==> config.mk <==
export PLATFORM = sky130hd
export DESIGN_NAME = sun_apb_master
export DESIGN_NICKNAME = d
export VERILOG_FILES = /design/src/rtl/sun_apb_master.sv
export SDC_FILE = /design/constraint.sdc
export NUM_CORES = 1
export LEC_CHECK = 0
export CAP_MARGIN = 10
export CORE_ASPECT_RATIO = 0.7
export CORE_MARGIN = 1.5
export CORE_UTILIZATION = 56
export CTS_BUF_LIST = sky130_fd_sc_hd__clkbuf_4 sky130_fd_sc_hd__clkbuf_8 sky130_fd_sc_hd__clkbuf_16
export DETAILED_ROUTE_END_ITERATION = 8
export HOLD_SLACK_MARGIN = 0.12
export PLACE_DENSITY = 0.92
export SYNTH_ARGS = -nofsm -noshare
export SYNTH_HDL_FRONTEND = slang
export SYNTH_SLANG_ARGS = --single-unit
==> constraint.sdc <==
create_clock -name pclk -period 10.71 [get_ports pclk]
set_input_delay 2.142 -clock pclk [delete_from_list [all_inputs] [get_ports pclk]]
set_output_delay 2.142 -clock pclk [all_outputs]
set_load 0.02 [all_outputs]
==> src/rtl/sun_apb_master.sv <==
// sun_apb_master: APB sequencer that configures a pixel engine, streams
// pixels into it, polls its status and reads back the h/k results.
module sun_apb_master #(
  parameter int TIMEOUT  = 16,
  parameter int POLL_MAX = 255,
  parameter int RD_WAIT  = 2
) (
  input  logic        pclk,
  input  logic        presetn,
  output logic        psel,
  output logic        penable,
  output logic        pwrite,
  output logic [31:0] paddr,
  output logic [31:0] pwdata,
  input  logic [31:0] prdata,
  input  logic        pready,
  input  logic        start,
  input  logic [7:0]  thr,
  input  logic [7:0]  xmax,
  input  logic [7:0]  ymax,
  input  logic        pix_valid,
  input  logic [7:0]  pix_data,
  output logic        pix_ready,
  output logic        busy,
  output logic        done,
  output logic        err,
  output logic [31:0] h,
  output logic [31:0] k,
  output logic [7:0]  last_status
);

  typedef enum logic [3:0] {
    S_IDLE, S_WR_CTRL, S_WR_THR, S_WR_XMAX,
    S_WR_YMAX, S_WAIT_PIX, S_WR_PIX, S_POLL,
    S_RD_H, S_RD_K, S_DONE
  } state_t;

  // GAP keeps psel low for one cycle between transfers
  typedef enum logic [1:0] {
    P_GAP, P_SETUP, P_ACC
  } phase_t;

  state_t      state, state_n;
  phase_t      ph, ph_n;
  logic [15:0] acc_cnt;
  logic [15:0] poll_cnt;
  logic [15:0] n;
  logic [7:0]  thr_q, xmax_q, ymax_q, pix_q;
  logic [7:0]  st;
  logic        xfer, is_rd, fin, tmo;
  logic        poll_ok, poll_fail, bad_dim;

  assign st      = prdata[7:0];
  assign bad_dim = (xmax == 8'd0) || (ymax == 8'd0);
  assign xfer    = state inside {S_WR_CTRL, S_WR_THR,
                   S_WR_XMAX, S_WR_YMAX, S_WR_PIX,
                   S_POLL, S_RD_H, S_RD_K};
  assign is_rd   = state inside {S_POLL, S_RD_H, S_RD_K};
  assign fin     = xfer && (ph == P_ACC) &&
                   (pready || (is_rd &&
                   acc_cnt == 16'(RD_WAIT - 1)));
  assign tmo     = xfer && (ph == P_ACC) && !fin &&
                   acc_cnt == 16'(TIMEOUT - 1);
  assign poll_ok = (n != 16'd0 && st == 8'h02) ||
                   (n == 16'd0 && st == 8'h48);
  assign poll_fail = (state == S_POLL) && fin &&
                     !poll_ok &&
                     poll_cnt == 16'(POLL_MAX - 1);

  always_ff @(posedge pclk) begin
    if (!presetn) begin
      state <= S_IDLE;
      ph    <= P_GAP;
    end else begin
      state <= state_n;
      ph    <= ph_n;
    end
  end

  always_comb begin
    state_n = state;
    ph_n    = ph;
    if (state == S_IDLE) begin
      if (start)
        state_n = bad_dim ? S_DONE : S_WR_CTRL;
    end else if (state == S_WAIT_PIX) begin
      if (pix_valid)
        state_n = S_WR_PIX;
    end else if (state == S_DONE) begin
      state_n = S_IDLE;
    end else begin
      case (ph)
        P_GAP:   ph_n = P_SETUP;
        P_SETUP: ph_n = P_ACC;
        default: begin
          if (tmo || poll_fail) begin
            state_n = S_DONE;
            ph_n    = P_GAP;
          end else if (fin) begin
            ph_n = P_GAP;
            case (state)
              S_WR_CTRL: state_n = S_WR_THR;
              S_WR_THR:  state_n = S_WR_XMAX;
              S_WR_XMAX: state_n = S_WR_YMAX;
              S_WR_YMAX: state_n = S_WAIT_PIX;
              S_WR_PIX:  state_n = S_POLL;
              S_POLL: begin
                if (poll_ok)
                  state_n = (n != 16'd0) ?
                            S_WAIT_PIX : S_RD_H;
              end
              S_RD_H:  state_n = S_RD_K;
              default: state_n = S_DONE;
            endcase
          end
        end
      endcase
    end
  end

  always_ff @(posedge pclk) begin
    if (!presetn) begin
      acc_cnt     <= '0;
      poll_cnt    <= '0;
      n           <= '0;
      thr_q       <= '0;
      xmax_q      <= '0;
      ymax_q      <= '0;
      pix_q       <= '0;
      err         <= 1'b0;
      h           <= '0;
      k           <= '0;
      last_status <= '0;
    end else begin
      if (ph == P_SETUP)
        acc_cnt <= '0;
      else if (ph == P_ACC)
        acc_cnt <= acc_cnt + 16'd1;
      if (state == S_IDLE && start) begin
        thr_q       <= thr;
        xmax_q      <= xmax;
        ymax_q      <= ymax;
        n           <= {8'd0, xmax} * {8'd0, ymax};
        err         <= bad_dim;
        h           <= '0;
        k           <= '0;
        last_status <= '0;
      end
      if (tmo || poll_fail)
        err <= 1'b1;
      if (state == S_WAIT_PIX && pix_valid)
        pix_q <= pix_data;
      if (fin && state == S_WR_PIX) begin
        n        <= n - 16'd1;
        poll_cnt <= '0;
      end
      if (fin && state == S_POLL) begin
        last_status <= st;
        poll_cnt    <= poll_cnt + 16'd1;
      end
      if (fin && state == S_RD_H)
        h <= prdata;
      if (fin && state == S_RD_K)
        k <= prdata;
    end
  end

  always_comb begin
    psel      = xfer && (ph != P_GAP);
    penable   = xfer && (ph == P_ACC);
    pwrite    = 1'b0;
    paddr     = '0;
    pwdata    = '0;
    pix_ready = (state == S_WAIT_PIX);
    busy      = (state != S_IDLE) &&
                (state != S_DONE);
    done      = (state == S_DONE);
    case (state)
      S_WR_CTRL: begin
        pwrite = 1'b1;
        pwdata = 32'h1;
      end
      S_WR_THR: begin
        pwrite = 1'b1;
        paddr  = 32'h1;
        pwdata = {24'd0, thr_q};
      end
      S_WR_XMAX: begin
        pwrite = 1'b1;
        paddr  = 32'h2;
        pwdata = {24'd0, xmax_q};
      end
      S_WR_YMAX: begin
        pwrite = 1'b1;
        paddr  = 32'h3;
        pwdata = {24'd0, ymax_q};
      end
      S_WR_PIX: begin
        pwrite = 1'b1;
        paddr  = 32'h4;
        pwdata = {24'd0, pix_q};
      end
      S_POLL:  paddr = 32'h5;
      S_RD_H:  paddr = 32'h8;
      S_RD_K:  paddr = 32'h9;
      default: paddr = '0;
    endcase
  end

endmodule

==> results.txt <==
----------------------------------------------------
[Worst setup path]
  Endpoint arrival time on the critical path ... 6.86 ns
  CP max-delay cell ... clkdlybuf4s50_1
  Launch point of the worst reg-to-reg path ... state[1]
  Crit path max fanout ... 10
  CP peak stage delay ... 0.61 ns
  Kind of critical path ... in -> reg
  Critical Path End Type ... flip-flop
  Kind of launch point of the worst setup path ... input pin
  R2r setup slk ... 6.98 ns
  Required time at the worst-slack endpoint ... 11.03 ns
  Cells traversed along the worst timing path ... clkdlybuf4s50_1 > and2_1 > fa_1 > fa_1 > fa_1 > inv_1 > fa_1 > inv_1 > ha_1 > or3_1 > or2_2 > a31oi_1 > xor2_1 > o32ai_1 > o21a_1
  Terminus of the critical flop-to-flop path ... n[13]
  Crit-path most repeated cell ... fa_1
  Number of cells on the worst reg-to-reg path ... 6

[Die]
  Horiz. Die Dim ... 161 um
  Die Area ... 18,400 sq um
  Area of the core ... 17,200 sq um
  Ports placed on the boundary ... 212
  Effective utilization at floorplan ... 57.3%
  Count of standard-cell rows ... 40
  Die height ... 114 um

[Final layout]
  Antenna cells ... 0
  Final layout net count ... 1,508
  Signed area change from the synthesized netlist to the final layout ... 20.6%
  Final standard cell count with taps included and fillers excluded ... 1,606
  Area of all sequential standard cells ... 3180 sq um
  Total area of multi-input combinational cells ... 5900 sq um
  Post-Layout Inst Area ... 11,900 sq um
  Post-route core utilization ... 69.1%
  Ratio of cells with drive above 1 in the final layout ... 4.51%
  Layout fillers ... 1,304

[Outcome]
  Result of the run ... finished clean

[Power]
  Share of total power in combinational logic ... 39.9%
  Flop pwr share ... 32.5%
  Net switching share of the total power ... 41.1%
  Switching Power ... 0.895 mW
  Largest voltage drop on the vdd net ... 151 uV
  Leakage ... 4.47 nW
  Post-layout total power ... 2.18 mW
  Pint ... 1.28 mW
  Part of the power in the clock network ... 27.6%
  Power per standard cell area ... 184 nW/um^2

[Yosys]
  Post-synthesis cell type count ... 72
  FF+latch count, synth ... 159
  Syn avg cell area ... 7.81 sq um
  Synth Instances ... 1,260
  Post-synth top area share ... 32.4%
  Mapped cell area ... 9840 sq um
  Cell types occupying the most area after synthesis ... dfxtp_1, a21oi_1, nand2_1, fa_1, nand3_1
  Leading cell types by count after synthesis ... nand2_1, dfxtp_1, a21oi_1, nand3_1, clkbuf_1
  Share of flip-flops with an asynchronous set or reset after synthesis ... 0%
  Top FF cell, synth ... dfxtp_1
  Portion of the post-synthesis area used by sequential elements ... 32.4%
  Number of synthesis warnings ... 0
  EDFF count, synth ... 0
  Count leader, synth ... nand2_1
  Cell taking the most area after synthesis ... dfxtp_1

[STA]
  Shortest period the worst path allows ... 6.54 ns
  Final number of hold-violating endpoints ... 0
  Skew final ... 0.0161 ns
  Final setup fails ... 0
  Setup TNS ... 0 ns
  Final critical-path setup slack ... 4.17 ns
  Tightest Pin Transition ... 1.21 ns
  Number of pins with negative max-slew slack in the final report ... 0
  Fmax ... 0.153 GHz
  Remaining max-slew budget at the tightest pin ... 19.6%
  RSZ-0062 raised after global routing ... false
  Period Utilization, post-route ... 61.1%
  Hold Worst Slack ... 0.460 ns

[Clocking]
  Clock insertion delay at the later pin of the skew report ... 0.44 ns
  TritonCTS clock tree ... done
  Number of clock sinks ... 159
  Number of CTS-inserted buffers ... 17
  Number of buffers added for setup after CTS ... 0
  Total of hold buffers inserted after clock tree synthesis ... 0
  Clock root buffer ... clkbuf_16
  H-Tree Depth ... 4
  Number of buffers on the longest clock path ... 2
  Clock-pin slew on the worst setup and hold paths ... 0.07 ns
  CTS-repair resized insts ... 0

[GRT]
  First-pass GRT wire length ... 43.9 mm
  Gr usage total ... 29.3%
  Maximum number of pins on one net before global-route repair ... 82
  Initial antenna violation count ... 0
  Congestion Overflow GR ... 0
  Vias in the first global route ... 8,917

[Route]
  DRC Markers ... 0
  Length of the first detailed-routing pass in iterations ... 6
  Drt via density ... 5.88
  Detailed Route Iter0 Violations ... 982
  Total wire length after detailed routing ... 26.9 mm
  Antenna Nets Post-Route ... 0
  Overall via count from detail_route ... 9,444
  Final routed wire length divided by cell count ... 16.7 um

[Placed design]
  Post-Place Worst Slack ... 3.75 ns
  Placer Congestion ... 0.875
  Post-placement cell area ... 11,300 sq um
  Detailed Place HPWL ... 19.1 mm
  Number of instances in the placed design ... 1,573
  Port bufs ... 159

[Worst hold path]
  Number of cells on the worst hold path ... 2
  Worst min path class ... reg -> reg
  Hold Path Origin ... thr_q[4]
  End of the worst hold path ... thr_q[4]

[Job]
  Total of max-cap violations ... 0

----------------------------------------------------
==> power groups by stage <==
stage | Clock (mW) | Sequential (mW) | Combinational, mW
6_report | 0.602 | 0.709 | 0.870
5_1_grt | 0.627 | 0.716 | 0.953
4_1_cts | 0.604 | 0.705 | 0.849
3_5_place_dp | 0 | 0.718 | 0.841
3_3_place_gp | 0 | 0.715 | 0.820
2_1_floorplan | 0 | 0.681 | 0.670
==> worst max path at each step <==
stage               startpoint  endpoint  slack [ns]  cells after the start
finish                 xmax[2]     n[10]        4.17                     15
global route           ymax[7]     n[15]        3.98                     17
CTS                    xmax[2]     n[10]        4.19                     15
detailed placement     xmax[2]     n[10]        3.75                     15
global placement       ymax[7]     n[10]        3.87                     16
floorplan              ymax[7]     n[10]        4.51                     16
==> cells by family (layout without fill, tap and decap cells) <==
kind of cell	count (synthesis)	count (layout)	synth area share, %
simple gates	546	546	27.1
buf+inv	197	261	9.85
flops	159	159	32.4
xor+xnor	22	22	1.96
fa+ha+maj	77	77	12.5
compound gates	245	245	14.7
other cells	1	52	0.0381
mux	13	13	1.37
==> registers in the layout (all words and copies together), names as in the netlist <==
signal	cells
pix_q	8
xmax_q	8
last_status	8
ph	2
state	4
acc_cnt	16
ymax_q	8
n	16
k	32
h	32
thr_q	8
err	1
poll_cnt	16
==> cell type report <==
class	instances	area share [%]
Sequential cell	159	26.8
Tap cell	231	2.44
Clock inverter	15	1.41
Timing Repair Buffer	168	14.0
Clock buffer	17	3.59
Multi-Input combinational cell	955	49.8
Inverter	61	1.95
==> per-layer routing <==
layer	GRT usage (%)	part of all wire, %	routed length, um
met5	0	0	0
met4	8.02	1.7	448
met3	8.51	10	2710
met2	46.1	45	12200
met1	39.5	43	11600
==> critical path, delay by kind of cell <==
kind / cells / cell delay, ns
adders and majority gates: 5 / 2.32
and+or+nand+nor: 3 / 0.95
xor gates and xnor gates: 1 / 0.18
buffers and inverters: 3 / 0.70
AOI/OAI and AO/OA: 3 / 0.55
==> placed cells by master, fill, tap and decap left out, types with 4 or more instances in the layout <==
cell type / n
xnor2_1: 7
fa_1: 36
o211ai_1: 5
nand2_1: 195
and2_1: 53
dfxtp_1: 159
buf_4: 8
nor2_1: 66
mux2i_1: 9
ha_1: 41
or3_1: 14
clkdlybuf4s50_1: 159
a31oi_1: 9
nor4_1: 20
and3_1: 14
nand3b_1: 5
inv_8: 4
clkbuf_16: 17
a21oi_1: 148
a311oi_1: 9
o21ai_0: 25
mux2_2: 4
nand3_1: 104
clkinv_8: 4
a211oi_1: 9
conb_1: 52
o21a_1: 8
nor3_1: 24
inv_1: 58
nand2b_1: 5
nand4_1: 7
xor2_1: 15
or2_2: 4
nor2b_1: 10
o31a_1: 5
and4_1: 4
Note: power is estimated with default switching activity, not from simulation.
